--- config.mk ---
export PLATFORM = sky130hd
export DESIGN_NAME = inst_sram_axi_rd_bridge
export DESIGN_NICKNAME = d
export VERILOG_FILES = /design/src/rtl/inst_sram_axi_rd_bridge.sv
export SDC_FILE = /design/constraint.sdc
export NUM_CORES = 1
export LEC_CHECK = 0
export ABC_AREA = 1
export BUFFER_PORTS_ARGS = -buffer_cell sky130_fd_sc_hd__buf_4
export CORE_MARGIN = 2
export CORE_UTILIZATION = 40
export DETAILED_ROUTE_END_ITERATION = 12
export HOLD_SLACK_MARGIN = 0.03
export PLACE_DENSITY = 0.85
export REMOVE_ABC_BUFFERS = 1
export SLEW_MARGIN = 30
export SYNTH_ARGS = -nofsm -noshare
export SYNTH_HDL_FRONTEND = slang
export SYNTH_SLANG_ARGS = --single-unit
--- constraint.sdc ---
create_clock -name clk -period 5.1 [get_ports clk]
set_clock_uncertainty 0.2 [all_clocks]
set_input_delay 0.765 -clock clk [delete_from_list [all_inputs] [get_ports clk]]
set_output_delay 0.765 -clock clk [all_outputs]
set_load 0.02 [all_outputs]
--- src/rtl/inst_sram_axi_rd_bridge.sv ---
// inst_sram_axi_rd_bridge: turns sram-like instruction fetch reads into single-beat AXI reads,
// returning data in request order with up to MAX_OUT reads in flight.
module inst_sram_axi_rd_bridge #(
   parameter int ID_W    = 4,
   parameter int MAX_OUT = 2
) (
   input  logic            clk,
   input  logic            resetn,
   input  logic            inst_sram_req,
   input  logic            inst_sram_wr,
   input  logic [1:0]      inst_sram_size,
   input  logic [31:0]     inst_sram_addr,
   input  logic [3:0]      inst_sram_wstrb,
   input  logic [31:0]     inst_sram_wdata,
   output logic            inst_sram_addr_ok,
   output logic            inst_sram_data_ok,
   output logic [31:0]     inst_sram_rdata,
   output logic [ID_W-1:0] arid,
   output logic [31:0]     araddr,
   output logic [7:0]      arlen,
   output logic [2:0]      arsize,
   output logic [1:0]      arburst,
   output logic [1:0]      arlock,
   output logic [3:0]      arcache,
   output logic [2:0]      arprot,
   output logic            arvalid,
   input  logic            arready,
   input  logic [ID_W-1:0] rid,
   input  logic [31:0]     rdata,
   input  logic [1:0]      rresp,
   input  logic            rlast,
   input  logic            rvalid,
   output logic            rready,
   output logic [ID_W-1:0] axi_arid,
   output logic            bus_err
);
   typedef enum logic {AR_IDLE, AR_SEND} ar_state_t;
   localparam logic [1:0] MAX_CNT = 2'(MAX_OUT);
   ar_state_t ar_state, ar_next;
   logic [1:0] out_cnt, size_r;
   logic id_tgl, data_ok_r, r_hs, err;
   logic [31:0] rdata_r;
   logic unused_ok;
   assign unused_ok = ^{inst_sram_wstrb, inst_sram_wdata, rid};
   assign arvalid = (ar_state == AR_SEND);
   assign rready = (out_cnt != 2'd0);
   assign r_hs = rvalid & rready;
   assign arsize = {1'b0, size_r};
   assign arlen = 8'd0;
   assign arburst = 2'b01;
   assign arlock = 2'b00;
   assign arcache = 4'd0;
   assign arprot = 3'd0;
   assign inst_sram_data_ok = data_ok_r;
   assign inst_sram_rdata = rdata_r;
   // stray beats, write requests and bad responses all latch the sticky error
   assign err = (inst_sram_req & inst_sram_wr) | (rvalid & ~rready)
              | (r_hs & ((rresp != 2'b00) | ~rlast));
   always_comb begin
      ar_next = ar_state;
      inst_sram_addr_ok = 1'b0;
      if (ar_state == AR_IDLE) begin
         inst_sram_addr_ok = inst_sram_req & ~inst_sram_wr & (out_cnt < MAX_CNT) & resetn;
         ar_next = inst_sram_addr_ok ? AR_SEND : AR_IDLE;
      end else begin
         ar_next = arready ? AR_IDLE : AR_SEND;
      end
   end
   always_ff @(posedge clk) begin
      if (!resetn) ar_state <= AR_IDLE;
      else ar_state <= ar_next;
   end
   always_ff @(posedge clk) begin
      if (!resetn) begin
         araddr <= 32'd0;
         size_r <= 2'd0;
         arid <= '0;
         id_tgl <= 1'b0;
         axi_arid <= '0;
         out_cnt <= 2'd0;
         data_ok_r <= 1'b0;
         rdata_r <= 32'd0;
         bus_err <= 1'b0;
      end else begin
         if (inst_sram_addr_ok) begin
            araddr <= inst_sram_addr;
            size_r <= inst_sram_size;
            arid <= {{(ID_W-1){1'b0}}, id_tgl};
            id_tgl <= ~id_tgl;
         end
         if (arvalid && arready) axi_arid <= arid;
         out_cnt <= out_cnt + 2'(inst_sram_addr_ok) - 2'(r_hs);
         data_ok_r <= r_hs;
         if (r_hs) rdata_r <= rdata;
         if (err) bus_err <= 1'b1;
      end
   end
endmodule

==> Word-level counts from Yosys, hierarchy flattened <==
Index checks and enable logic that the tools add are counted.
{ "totals": {"elab_cells": 34, "reg_bits": 74, "out_inout_bits": 99} }
{ "classes": {"bitwise_logic": 14, "n_reduce_logical": 3, "order_cmp": 1, "n_mux": 4, "addsub": 2} }
{ "ops": {"columns": ["op", "n"], "rows": [
  ["$and A1 B1 Y1", 7],
  ["$mux W1", 4],
  ["$not A1 Y1", 4],
  ["$reduce_bool A2 Y1", 2],
  ["$or A1 B1 Y1", 3],
  ["$add A2 B1 Y2", 1],
  ["$lt A2 B2 Y1 const B", 1],
  ["$sub A2 B1 Y2", 1],
  ["$logic_and A1 B1 Y1", 1]
]} }

==> Depth between registers and ports, before layout <==
{ "logic_depth": {"depth_word": 7, "mapped_depth": 12, "mapped_depth_nobuf": 11} }

==> Least setup slack after synthesis <==
OpenSTA, ideal clock, no wires.
{ "synth_timing": {"kind": "input to output", "from": "input resetn", "to": "output inst_sram_addr_ok", "setup_slack_ns": 2.746, "cell_stages": 6, "arrival_ns": 1.389, "path_buffers": 2, "t_required_ns": 4.135, "path_cell_list": "buf_4 -> nand2_2 -> nor2_4 -> nand2_4 -> inv_6 -> buf_6"} }
{ "synth_between": {"elab_chain_len": 2} }
{ "synth_lines": {"columns": ["item", "line", "text"], "rows": [
  ["start, declared", "8", "input logic resetn,"],
  ["$and A1 B1 Y1", "63", "inst_sram_addr_ok = inst_sram_req & ~inst_sram_wr & (out_cnt < MAX_CNT) & resetn;"],
  ["$mux W1", "62", "if (ar_state == AR_IDLE) begin"],
  ["end, declared", "15", "output logic inst_sram_addr_ok,"]
]} }
Every way passes these cells.

==> Final worst setup path <==
{ "layout_timing": {"from": "input inst_sram_wr", "to": "output inst_sram_addr_ok"} }
{ "layout_between": {"elab_chain_len": 5} }
{ "layout_lines": {"columns": ["item", "line", "text"], "rows": [
  ["start, declared", "10", "input logic inst_sram_wr,"],
  ["$not A1 Y1", "63", null],
  ["$and A1 B1 Y1 (3 in a row)", "63", null],
  ["$mux W1", "62", null]
]} }
Every way passes these cells.

==> metrics <==
Hold Crit Endpoint=araddr[6]; initial antenna violation count=0; nets=just over 600; Async SR Flop Fraction=0; antenna-violating nets left=0; Yosys top cell area share=0.5230; RePlAce Congestion=0.7249; Row Count=30; Seq pwr share=0.394; FMAX=around 0.35 GHz; CTS tree=built; Relative slew margins=0.5601; path category of the worst min-delay check=flip-flop to flip-flop; Hold Fails Final Rpt=0; kind of critical path=input port to primary output; sequential share of the synthesized area=0.5230; Via density=around 4.5; Post-Syn Area=0.002833 mm^2; Hold Crit Start=araddr[6]; first-pass GRT wire length=roughly 10 mm; pin count of the biggest net entering global routing=72; PwrDens=a little under 500 mW/mm^2; IO Count=214; Mapped Cells=roughly 360; RSZ-0062 raised after global routing=false; CP Max Fanout=37; TritonRoute pass-1 iters=4; worst reg2reg setup slack=approximately 2.5 ns; Clock Path Buffers=2; dpl hpwl=slightly below 5 mm; leading area contributor after synthesis=dfxtp_1; Worst EP arrival=roughly 1.9 ns; CTS buffer count=9; Area contributors post-synth=dfxtp_1 (52%), nand2_1 (10%), nor2_1 (9.4%), buf_4 (8.0%), nand3_1 (6.5%); Clock Power Share=0.250; setup TNS=0 ns; status=completed; Leakage=between 2 and 2.5 nW; area of the multi-input gates=between 0.001 and 0.0015 mm^2; CP cell instances=buf_4 -> nor2_1 -> nand2_4 -> inv_6 -> buf_4; GRT Total Usage=0.1701; reg2reg end=out_cnt[1]; Worst-Margin Slew=0.6598 ns; final cell count without fillers=between 500 and 600; H-Tree Level Count=3; Reg clk slew, reported paths=0.07 ns; count leader, synth=nand2_1; Clock Root Buffer=clkbuf_8; # diodes=0; port buffer count=147; Pint=about 1.3 mW; Setup Buffers After CTS=0; hold buffers post-CTS=0; grt peak-use layer=met2; Top FF cell, synth=dfxtp_1; WHS=around 0.26 ns; slowest cell delay on critical path=roughly 0.32 ns; Crit. End Element=primary output; die area=around 0.0078 mm^2; Fillers=608; WL/cell=between 10 and 15 um; met3 Usage GRT=0.05938; maximum VDD drop=between 0.2 and 0.3 mV; Initial Util=0.4147; Final Setup Violations=0; Slew Limit Fails=0; number of synthesized flops with an enable pin=0; count of cell types in the netlist=20; clock sink total=74; Avg Cell Area, Syn=~8 um^2; warnings from Yosys=0; Layout area overhead=43.37%; Max Cap Viol=0; R2R Path Start=out_cnt[1]; Resized Gates After CTS=0; via count of the first global-routing pass=between 2000 and 2500; switching share of power=0.3494; Hold Path Depth=2; die height=between 80 and 90 um; drt drc=0; period utilisation layout=0.5630; share of post-route cells with drive strength above 1=0.3413; Clock Latency Late Sink=~0.33 ns; FF/Latch Area=0.001481 mm^2; FF-to-FF path depth=11; Logic pwr share=0.356; Overflow after GRT=0; Synth Register Bits=between 70 and 80; drt total wl=between 6 and 7 mm; Placed Cells=581; die width=slightly below 90 um; most frequent CP cell=buf_4; Post-synth top cells=nand2_1 (77), dfxtp_1 (74), nor2_1 (71); CORE AREA=0.006832 mm^2; Slowest cell on crit path=inv_6; vias=about 2700; met1 Usage GRT=0.1823; kind of start point of the critical path=input port; switching pwr=0.6833 mW; Min Clock Period, post-route=about 2.9 ns; Initial DRC Count=between 70 and 80; met2 usage=0.3065; Crit path required time=4.14 ns
[worst max path at each step]
stage | cells past startpoint | slack [ns] | end | startpoint
floorplan | 9 | 2.66 | out_cnt[1] | rvalid
detailed placement | 10 | 2.14 | out_cnt[1] | rvalid
global route | 5 | 2.10 | inst_sram_addr_ok | inst_sram_wr
finish | 5 | 2.23 | inst_sram_addr_ok | inst_sram_wr
CTS | 5 | 2.20 | inst_sram_addr_ok | inst_sram_wr
global placement | 10 | 2.18 | out_cnt[1] | rvalid
[logic make-up after synthesis]
group,Yosys count,share of synthesized area
xor+xnor,1,0.003092
compound gates,37,0.06537
buf+inv,53,0.1210
other cells,2,0.002651
simple gates,190,0.2761
flops,74,0.5230
fa+ha+maj,2,0.008833
[through the flow]
step	util	total power, mW	setup slack (ns)	area [um^2]
4_1_cts	0.5945	1.984	2.202	4061
2_1_floorplan	-	1.176	2.661	2611
3_5_place_dp	0.5625	1.488	2.136	3842
5_1_grt	0.5945	2.082	2.100	4061
6_report	0.5945	1.956	2.229	4061
3_3_place_gp	0.5625	1.463	2.184	3842
[per-layer routing]
metal	vias to the layer above	routed length, um	share of wire
met5	-	0	0
met4	0	91	0.013
met3	10	685	0.10
met2	118	3311	0.49
met1	1192	2719	0.40
li1	1356	-	-
[final cells by class]
type	count	area share
inverter	7	0.007702
tap	96	0.02957
clock inverter	5	0.01910
timing repair buffer	148	0.2736
multi-input combinational	256	0.2705
clock buffer	11	0.03481
sequential	74	0.3648
[sequential cells by signal, summed over array words and instances (netlist names)]
name	flops
size_r	2
arid	1
araddr	32
inst_sram_data_ok	1
bus_err	1
inst_sram_rdata	32
axi_arid	1
arvalid	1
out_cnt	2
id_tgl	1
[placed cells by master (no fill, tap or decap)]
master and count:
buf_4 148, nand2_1 77, dfxtp_1 74, nor2_1 71, nand3_1 37, o21ai_0 33
conb_1 26, clkbuf_8 10, inv_1 4, a21oi_1 4, nand2_2 3, inv_2 2
ha_1 2, clkinv_2 2, bufinv_16 2, nor2_4 1, nand2_4 1, inv_6 1
xor2_1 1, clkinvlp_4 1, clkbuf_1 1
[worst max-delay path, delay by kind of cell]
family	cells	cell delay [ns]
buffers and inverters	3	0.63
and+or+nand+nor	2	0.50
[power groups by stage]
stage	clock [mW]	combinational [mW]	sequential, mW
finish	0.490	0.695	0.770
global route	0.529	0.768	0.785
CTS	0.509	0.704	0.771
detailed placement	0	0.704	0.784
global placement	0	0.686	0.777
floorplan	0	0.253	0.923
No activity file was read; power rests on OpenSTA's default activity.
